## src/rtl/id_ex_control_pkg.sv

```systemverilog
// Shared definitions for the ID/EX control slice: control-word bit positions,
// forward-select and halt-FSM encodings, RV32I opcodes, and a register-write
// match helper used by the hazard logic.
package id_ex_control_pkg;

    localparam int CTRL_W = 10;
    localparam int REG_W  = 5;

    // Control word layout, MSB first:
    // {wb_enable, mem_enable, mem_write, op1_pc, op2_imm, is_ecall,
    //  rs2_used, ex_forwardable, is_branch, is_rd_to_pc}
    localparam int CTRL_WB_ENABLE     = 9;
    localparam int CTRL_MEM_ENABLE    = 8;
    localparam int CTRL_MEM_WRITE     = 7;
    localparam int CTRL_OP1_PC        = 6;
    localparam int CTRL_OP2_IMM       = 5;
    localparam int CTRL_IS_ECALL      = 4;
    localparam int CTRL_RS2_USED      = 3;
    localparam int CTRL_EX_FORWARDABLE = 2;
    localparam int CTRL_IS_BRANCH     = 1;
    localparam int CTRL_IS_RD_TO_PC   = 0;

    // Operand source selects seen by EX
    typedef enum logic [1:0] {
        FWD_RF  = 2'd0,
        FWD_MEM = 2'd1,
        FWD_WB  = 2'd2
    } fwd_sel_e;

    // Halt sequencing states
    typedef enum logic [1:0] {
        ST_RUN    = 2'd0,
        ST_DRAIN  = 2'd1,
        ST_HALTED = 2'd2
    } halt_state_e;

    // Two drain cycles: counter values 0 and 1, leave DRAIN after value 1
    localparam logic [1:0] DRAIN_LAST = 2'd1;

    // ECALL inspects a7 (x17) to decide on halt, so it reads it as rs1
    localparam logic [REG_W-1:0] ECALL_ARG_REG = 5'd17;

    // RV32I major opcodes
    localparam logic [6:0] OPC_LOAD   = 7'b0000011;
    localparam logic [6:0] OPC_STORE  = 7'b0100011;
    localparam logic [6:0] OPC_OP_IMM = 7'b0010011;
    localparam logic [6:0] OPC_OP     = 7'b0110011;
    localparam logic [6:0] OPC_BRANCH = 7'b1100011;
    localparam logic [6:0] OPC_JAL    = 7'b1101111;
    localparam logic [6:0] OPC_JALR   = 7'b1100111;
    localparam logic [6:0] OPC_LUI    = 7'b0110111;
    localparam logic [6:0] OPC_AUIPC  = 7'b0010111;
    localparam logic [6:0] OPC_SYSTEM = 7'b1110011;

    // A stage produces register r only if it is live, writes back, and r is not x0
    function automatic logic writes_reg(input logic             valid,
                                        input logic             wb,
                                        input logic [REG_W-1:0] rd,
                                        input logic [REG_W-1:0] r);
        return valid & wb & (rd != '0) & (rd == r);
    endfunction

endpackage

```

## src/rtl/id_ex_control_hazard.sv

```systemverilog
// hazard_detect: load-use detection and operand forward-select generation.
// Latency: purely combinational.
// Backpressure: none; load_use is consumed by id_ex_control to stall ID.
// Ports: ID source info in, EX/MEM producer info in, load_use and fwd selects out.
module hazard_detect
    import id_ex_control_pkg::*;
(
    input  logic             id_valid,
    input  logic             id_op1_pc,
    input  logic             id_is_ecall,
    input  logic             id_rs2_used,
    input  logic [REG_W-1:0] id_rs1,
    input  logic [REG_W-1:0] id_rs2,
    input  logic             ex_valid,
    input  logic             ex_wb,
    input  logic             ex_fwdable,
    input  logic [REG_W-1:0] ex_rd,
    input  logic             mem_valid,
    input  logic             mem_wb,
    input  logic [REG_W-1:0] mem_rd,
    output logic             load_use,
    output logic [1:0]       fwd_a,
    output logic [1:0]       fwd_b
);

    logic [REG_W-1:0] src_a;
    logic             use_a;
    logic             use_b;
    logic             ex_hit_a;
    logic             ex_hit_b;
    logic             mem_hit_a;
    logic             mem_hit_b;

    // ECALL substitutes x17 for the operand-A register
    assign src_a = id_is_ecall ? ECALL_ARG_REG : id_rs1;
    assign use_a = id_valid & (~id_op1_pc | id_is_ecall);
    assign use_b = id_valid & id_rs2_used;

    assign ex_hit_a  = use_a & writes_reg(ex_valid,  ex_wb,  ex_rd,  src_a);
    assign ex_hit_b  = use_b & writes_reg(ex_valid,  ex_wb,  ex_rd,  id_rs2);
    assign mem_hit_a = use_a & writes_reg(mem_valid, mem_wb, mem_rd, src_a);
    assign mem_hit_b = use_b & writes_reg(mem_valid, mem_wb, mem_rd, id_rs2);

    // EX result not ready until after MEM (e.g. a load): the consumer must wait
    assign load_use = (ex_hit_a | ex_hit_b) & ~ex_fwdable;

    // The younger producer (current EX, next cycle in MEM) wins over MEM
    assign fwd_a = ex_hit_a ? FWD_MEM : (mem_hit_a ? FWD_WB : FWD_RF);
    assign fwd_b = ex_hit_b ? FWD_MEM : (mem_hit_b ? FWD_WB : FWD_RF);

endmodule

```

## src/rtl/id_ex_control.sv

```systemverilog
// id_ex_control: ID->EX issue register, MEM/WB tracking, hazard stall/flush and halt FSM.
// Latency: 1 cycle ID->EX for control, rd and forward selects; stall/flush are combinational.
// Backpressure: stall holds PC and IF/ID on load-use and in DRAIN/HALTED; redirect flushes.
// Ports: clk/reset(active-low async), ID instruction in, EX redirect/halt in,
//        stall/flush to front end, registered EX control/rd/valid/fwd selects, halted.
module id_ex_control
    import id_ex_control_pkg::*;
(
    input  logic              clk,
    input  logic              reset,
    input  logic              id_valid,
    input  logic [CTRL_W-1:0] id_ctrl,
    input  logic [REG_W-1:0]  id_rs1,
    input  logic [REG_W-1:0]  id_rs2,
    input  logic [REG_W-1:0]  id_rd,
    input  logic              ex_redirect,
    input  logic              ex_halt_req,
    output logic              stall,
    output logic              flush_if_id,
    output logic [CTRL_W-1:0] ex_ctrl,
    output logic [REG_W-1:0]  ex_rd,
    output logic              ex_valid,
    output logic [1:0]        fwd_a,
    output logic [1:0]        fwd_b,
    output logic              halted
);

    halt_state_e      state;
    halt_state_e      state_d;
    logic [1:0]       drain_cnt;

    logic             mem_valid;
    logic             mem_wb;
    logic [REG_W-1:0] mem_rd;
    logic             wb_valid;
    logic             wb_wb;
    logic [REG_W-1:0] wb_rd;

    logic             load_use;
    logic [1:0]       hd_fwd_a;
    logic [1:0]       hd_fwd_b;
    logic             running;
    logic             halt_go;
    logic             redirect_go;
    logic             issue;
    logic             pending_write;

    hazard_detect u_hazard (
        .id_valid    (id_valid),
        .id_op1_pc   (id_ctrl[CTRL_OP1_PC]),
        .id_is_ecall (id_ctrl[CTRL_IS_ECALL]),
        .id_rs2_used (id_ctrl[CTRL_RS2_USED]),
        .id_rs1      (id_rs1),
        .id_rs2      (id_rs2),
        .ex_valid    (ex_valid),
        .ex_wb       (ex_ctrl[CTRL_WB_ENABLE]),
        .ex_fwdable  (ex_ctrl[CTRL_EX_FORWARDABLE]),
        .ex_rd       (ex_rd),
        .mem_valid   (mem_valid),
        .mem_wb      (mem_wb),
        .mem_rd      (mem_rd),
        .load_use    (load_use),
        .fwd_a       (hd_fwd_a),
        .fwd_b       (hd_fwd_b)
    );

    // Redirect and halt requests only matter while running
    assign running     = (state == ST_RUN);
    assign halt_go     = running & ex_valid & ex_ctrl[CTRL_IS_ECALL] & ex_halt_req;
    assign redirect_go = running & ex_redirect;
    assign issue       = running & ~halt_go & ~redirect_go & ~load_use & id_valid;

    // State register and drain counter
    always_ff @(posedge clk or negedge reset) begin
        if (!reset) begin
            state     <= ST_RUN;
            drain_cnt <= 2'd0;
        end else begin
            state     <= state_d;
            drain_cnt <= (state == ST_DRAIN) ? drain_cnt + 2'd1 : 2'd0;
        end
    end

    // Next-state logic
    always_comb begin
        state_d = state;
        unique case (state)
            ST_RUN:    if (halt_go) state_d = ST_DRAIN;
            ST_DRAIN:  if (drain_cnt == DRAIN_LAST) state_d = ST_HALTED;
            ST_HALTED: state_d = ST_HALTED;
            default:   state_d = ST_RUN;
        endcase
    end

    // Output logic; front-end controls stay quiet while reset is held
    always_comb begin
        stall       = 1'b0;
        flush_if_id = 1'b0;
        halted      = 1'b0;
        unique case (state)
            ST_RUN: begin
                flush_if_id = reset & (redirect_go | halt_go);
                stall       = reset & load_use & ~redirect_go & ~halt_go;
            end
            ST_DRAIN: begin
                stall = reset;
            end
            ST_HALTED: begin
                stall  = reset;
                halted = 1'b1;
            end
            default: begin
                stall = 1'b0;
            end
        endcase
    end

    // EX issue register plus MEM/WB occupancy tracking; anything not issuing is a bubble
    always_ff @(posedge clk or negedge reset) begin
        if (!reset) begin
            ex_valid  <= 1'b0;
            ex_ctrl   <= '0;
            ex_rd     <= '0;
            fwd_a     <= FWD_RF;
            fwd_b     <= FWD_RF;
            mem_valid <= 1'b0;
            mem_wb    <= 1'b0;
            mem_rd    <= '0;
            wb_valid  <= 1'b0;
            wb_wb     <= 1'b0;
            wb_rd     <= '0;
        end else begin
            ex_valid  <= issue;
            ex_ctrl   <= issue ? id_ctrl  : '0;
            ex_rd     <= issue ? id_rd    : '0;
            fwd_a     <= issue ? hd_fwd_a : FWD_RF;
            fwd_b     <= issue ? hd_fwd_b : FWD_RF;
            mem_valid <= ex_valid;
            mem_wb    <= ex_ctrl[CTRL_WB_ENABLE];
            mem_rd    <= ex_rd;
            wb_valid  <= mem_valid;
            wb_wb     <= mem_wb;
            wb_rd     <= mem_rd;
        end
    end

    // Once halted, both MEM and WB must have drained of register writes
    assign pending_write = writes_reg(mem_valid, mem_wb, mem_rd, mem_rd) |
                           writes_reg(wb_valid,  wb_wb,  wb_rd,  wb_rd);

    always @(posedge clk) begin
        if (reset && state == ST_HALTED) assert (!pending_write);
    end

endmodule

```

## config.mk

```make
export PLATFORM = sky130hd
export DESIGN_NAME = id_ex_control
export DESIGN_NICKNAME = d
export VERILOG_FILES = /design/src/rtl/id_ex_control_pkg.sv /design/src/rtl/id_ex_control_hazard.sv /design/src/rtl/id_ex_control.sv
export SDC_FILE = /design/constraint.sdc
export NUM_CORES = 1
export LEC_CHECK = 0
export ABC_AREA = 1
export ABC_CLOCK_PERIOD_IN_PS = 1450
export CAP_MARGIN = 5
export CORE_MARGIN = 1.5
export CORE_UTILIZATION = 41
export CTS_BUF_LIST = sky130_fd_sc_hd__clkbuf_16
export CTS_CLUSTER_SIZE = 16
export DETAILED_ROUTE_END_ITERATION = 12
export PLACE_DENSITY = 0.76
export SLEW_MARGIN = 20
export SYNTH_ARGS = -nofsm -noshare
export SYNTH_HDL_FRONTEND = slang
export SYNTH_SLANG_ARGS = --single-unit
```

## constraint.sdc

```tcl
create_clock -name clk -period 1.45 [get_ports clk]
set_clock_uncertainty 0.2 [all_clocks]
set_input_delay 0.2175 -clock clk [delete_from_list [all_inputs] [get_ports clk]]
set_output_delay 0.2175 -clock clk [all_outputs]
set_load 0.03 [all_outputs]
```

* After elaboration in Yosys (flattened, before gate mapping) *
Index checks and enable logic that the tools add are counted.

operators by class
  add/subtract/negate cells = 1
  $mul = 0
  divide/modulo/power cells = 0
  order comparisons = 0
  equality and inequality tests = 9
  shifts and indexed selects = 0
  multiplexer cells = 16
  bitwise logic cells = 35
  reduce and logical (&&, ||, !) cells = 5

operator list
  kind                 number
  $and 1x1->1          27
  $eq 5x5->1           4
  $mux 2               9
  $mux 10              1
  $mux 5               2
  $reduce_bool 5->1    2
  $pmux 2 s3           1
  $not 1->1            5
  $eq 2x1->1 const B   2
  $ne 2x1->1 const B   2
  $or 1x1->1           3
  $add 2x1->2 const B  1
  $eq 2x2->1 const B   1
  $logic_not 2->1      1
  $mux 1               2
  $pmux 1 s2           1
  $reduce_and 2->1     1
  $reduce_or 2->1      1

storage, ports and cells
  bits in registers = 31
  bits in latches = 0
  bits in writable memories = 0
  bits in read-only memories = 0
  output and inout bits = 23
  memories = 0

* Logic depth before layout (Yosys ltp) *
  depth in word-level cells = 10
  mapped depth = 13
  gate-level depth less buffers = 12

* Modules after synthesis *
From an unflattened synthesis, not the netlist that was laid out.

second synthesis, totals
  cells, all modules = 209
  area total of the unflattened synthesis = 1645.3 sq um

by module, submodules not included
  module         times used  cells each  area an instance (sq um)
  id_ex_control  1           109         1158.6
  hazard_detect  1           100         486.7

* Least setup slack after synthesis *
OpenSTA, ideal clock, no wires.

  path kind = register to output
  start point = register ex_rd[4]
  end point = output port stall
  data arrival time = 1.667 ns
  required time = 1.033 ns
  setup slack = -0.634 ns
  cell stages (with the launch flop) = 9
  buffers on the path = 0
  cell sequence = dfrtp_1 inv_1 a21oi_1 nand2_1 nor2_1 nand3_1 nand2_2 nand3_1 a21oi_1

on the way
  word-level cells in the longest chain between the ends = 10

ends and longest elaborated chain
  item                            RTL line                                                RTL
  start, declared                 id_ex_control.sv:21                                     output logic [REG_W-1:0] ex_rd,
  start signal, assigned          id_ex_control.sv:135                                    ex_rd <= issue ? id_rd : '0;
  $reduce_bool 5->1               id_ex_control_pkg.sv:60                                 return valid & wb & (rd != '0) & (rd == r);
  $and 1x1->1 (2 in a row)        id_ex_control_pkg.sv:60
  $and 1x1->1 (on tied branches)  id_ex_control_hazard.sv:39, id_ex_control_hazard.sv:40
  $or 1x1->1 (*)                  id_ex_control_hazard.sv:45                              assign load_use = (ex_hit_a | ex_hit_b) & ~ex_fwdable;
  $and 1x1->1 (*)                 id_ex_control_hazard.sv:45
  $and 1x1->1 (*) (3 in a row)    id_ex_control.sv:103                                    stall = reset & load_use & ~redirect_go & ~halt_go;
  $pmux 1 s2 (*)                  id_ex_control.sv:100                                    unique case (state)
  end, declared                   id_ex_control.sv:18                                     output logic stall,

Every way passes the cells marked *; elsewhere a longest branch is shown, timed or not.

* Worst setup path in the final report *
  start point = input port id_ctrl[6]
  end point = output port stall

on the way
  word-level cells in the longest chain between the ends = 10

ends and longest elaborated chain
  item                      RTL line                    RTL
  start, declared           id_ex_control.sv:12         input logic [CTRL_W-1:0] id_ctrl,
  $not 1->1                 id_ex_control_hazard.sv:36  assign use_a = id_valid & (~id_op1_pc | id_is_ecall);
  $or 1x1->1                id_ex_control_hazard.sv:36
  $and 1x1->1               id_ex_control_hazard.sv:36
  $and 1x1->1               id_ex_control_hazard.sv:39  assign ex_hit_a = use_a & writes_reg(ex_valid, ex_wb, ex_rd, src_a);
  $or 1x1->1                id_ex_control_hazard.sv:45
  $and 1x1->1               id_ex_control_hazard.sv:45
  $and 1x1->1 (3 in a row)  id_ex_control.sv:103
  $pmux 1 s2                id_ex_control.sv:100

No other way between the ends.

==> reports/qor.txt <==
Status: complete, but fails checks
Failing checks: setup timing
Row cnt: 22
IO Count: 53
Seq/Total Area, Yosys: 48.78%
Vias: 1629
Sw frac: 37.03%
Initial antenna violation count: 0
Final setup fails: 25
Worst EP required: 1030 ps
CP Max Fanout: 2
Final Critical Period: 2157 ps
Chip width: 65.28 µm
Vias per cell: 4.777
Die Y: 65.28 µm
Synth unique cells: 20
Share of post-route cells with drive strength above 1: 41.98%
Synth Area in XOR/XNOR: 4.406%
PD cells: 1397 nW/µm²
Clk network pwr share: 25.4%
Yosys warnings: 0
Max incr delay on CP: 530 ps
H-tree level count: 2
Layout area overhead: 81.90%
Hold WC Path Type: reg -> reg
Skew-Pair Late Insertion Delay: 280 ps
Max Fclk: 463.6 MHz
Met1 Track Usage GR: 25.86%
CP arrival: 1740 ps
Clk buf depth: 2
Placed Cells: 323
Power share of the combinational group: 46.5%
Syn Nets: 228
Syn avg cell area: 8.283 µm²
Internal power: 2.545 mW
Sequential Power Share: 28.1%
Area share of the largest cell type after synthesis: 48.78%
Post-Synth Simple-Gate Area: 25.49%
Final global-route overflow total: 0
CTS tree: built
Setup CP Type: in -> out
Post-synthesis compound-gate area fraction: 4.563%
Buffers on Ports: 52
Antenna-violating nets left: 0
Number of diodes: 0
Initial core utilization: 43.11%
Final Hold Viols: 0
Hold Worst Slack: 254.8 ps
Post-Route WL: 4860 µm
Synth top area cells: dfrtp_1, inv_1, nand2_1
DP HPWL: 2860 µm
Wire length per cell: 14.25 µm
M3 GR Usage: 6.507%
Global-route wire length before repair: 7182 µm
Gr busiest metal: met2
Commonest non-fill, non-tap cells in the layout: buf_4, inv_1, nand2_1, dfrtp_1, clkdlybuf4s50_1
Clk slew on worst S/H paths: 50 ps
Tcrit/Tclk final: 148.8%
Max Cap Violations: 0
Critical Path Start Type: input port
CP most frequent cell: a21oi_4
Peak supply drop: 912.9 µV
Seq cells post-synth: 31
Residual DRC: 0
CTS sink cnt: 31
Syn Std Cell Area: 1590 µm²
GRT met2 Usage: 39.80%
Vias in the first global route: 1612
Tot GR Track Use: 22.53%
Root Driver: clkbuf_16
Largest net degree at the start of global routing: 32
Mapped Cells: 192
Commonest non-fill, non-tap cell in the layout: buf_4
RSZ-0062 raised after global routing: true
Post-route insts no fill: 341
Routability congestion estimate from global placement: 0.8739
Core ar.: 3689 µm²
Synth area leader: dfrtp_1
Die area: 4261 µm²
Drt first pass iters: 4
Initial drt markers: 126
Mux cell area share after synthesis: 0%
Fill count: 239
Nets: 328
Largest family of logic cells by synthesized area: simple AND/OR/NAND/NOR gates
Final WS setup: -707.1 ps
Pins Over Slew Limit: 0
Slew HR: 73.70%
FF+latch area: 782.0 µm²
Adder-cell share of the synthesized area: 4.721%
Cell chain of the critical path: clkdlybuf4s50_1 -> a21oi_4 -> nand3_2 -> nor2_2 -> nand2_2 -> nand2_4 -> nand3_4 -> a21oi_4 -> buf_6
Slowest-stage cell, CP: clkdlybuf4s50_1
Endpoint class of the critical path: primary output
Num CTS Buffers: 5
NetSw: 1.497 mW
Multi-input logic area: 850.8 µm²
Measured slew at the worst slew-check pin: 394.5 ps
Leakage: 1.470 nW
## state kept, by name (all words and copies together), names as in the netlist
register	count
fwd_b	2
drain_cnt	2
fwd_a	2
ex_rd	5
mem_wb	1
mem_valid	1
ex_valid	1
state	2
ex_ctrl	10
mem_rd	5
## Yosys cell counts
master,instances
inv_1,40
nand2_1,34
dfrtp_1,31
nor2_1,20
nor2_2,15
nand3_1,9
a21oi_1,6
ha_1,6
nand2_2,4
nor3_1,4
o21ai_0,4
xnor2_1,4
xor2_1,4
nand4_1,3
buf_4,2
buf_6,2
a21boi_0,1
a21oi_2,1
inv_2,1
o22ai_1,1
## routing by layer
layer	up-vias	wire, µm
li1	775	-
met1	776	1868
met2	69	2633
met3	9	266
met4	0	92
met5	-	0
## through the flow
step | TNS [ps] | setup slack (ps) | instance area [µm²] | utilization [%] | power [mW]
global placement | -12250 | -713.7 | 2419 | 65.57 | 2.503
global route | -13730 | -763.4 | 2893 | 78.43 | 4.238
finish | -12120 | -707.1 | 2893 | 78.43 | 4.042
CTS | -8330 | -605.1 | 2746 | 74.46 | 3.840
floorplan | -3304 | -294.0 | 1628 | - | 1.904
detailed placement | -12800 | -738.8 | 2419 | 65.57 | 2.529
## final timing paths
| check | from | to | slack [ps] | depth (start not counted) |
|---|---|---|---|---|
| worst max register to register | state[0] | ex_ctrl[6] | -530 | 11 |
| worst min register to register | drain_cnt[0] | drain_cnt[0] | 250 | 1 |
| max in group asynchronous | reset | ex_rd[0] | 400 | 3 |
| worst max-delay path | id_ctrl[6] | stall | -710 | 9 |
| min in group asynchronous | reset | ex_ctrl[3] | 340 | 3 |
| worst min-delay path | drain_cnt[0] | drain_cnt[0] | 250 | 1 |
## critical path, delay by kind of cell
kind,cells,cell delay [ps]
AO/OA/AOI/OAI,2,380
AND/OR/NAND/NOR,5,470
buffers and inverters,2,670
## area by class of cell
cell class	instances	share of cell area, %
timing repair buffer	97	30.93
tap	48	2.076
clock buffer	5	4.325
sequential	31	27.03
inverter	41	5.407
multi-input combinational	116	29.41
clock inverter	3	0.8218
## logic make-up after synthesis
kind of cell             after synthesis
XOR/XNOR                               8
AND/OR/NAND/NOR                       89
adder cells (fa/ha/maj)                6
flip-flops                            31
buffers and inverters                 45
AO/OA/AOI/OAI                         13
## repair_timing
item | in CTS | in global routing
cloned | 1 | 0
hold buffers | 0 | 0
pin swaps | 14 | 15
setup buffers | 6 | 6
endpoints found under the setup margin | 37 | 32
resized for setup | 48 | 33
## power by group through the flow
stage / sequential (mW) / clock (mW) / combinational, mW
floorplan: 1.23 / 0 / 0.669
global placement: 1.13 / 0 / 1.37
detailed placement: 1.13 / 0 / 1.40
CTS: 1.12 / 1.04 / 1.68
global route: 1.15 / 1.09 / 2.00
finish: 1.14 / 1.03 / 1.88
Note: power is estimated with default switching activity, not from simulation.
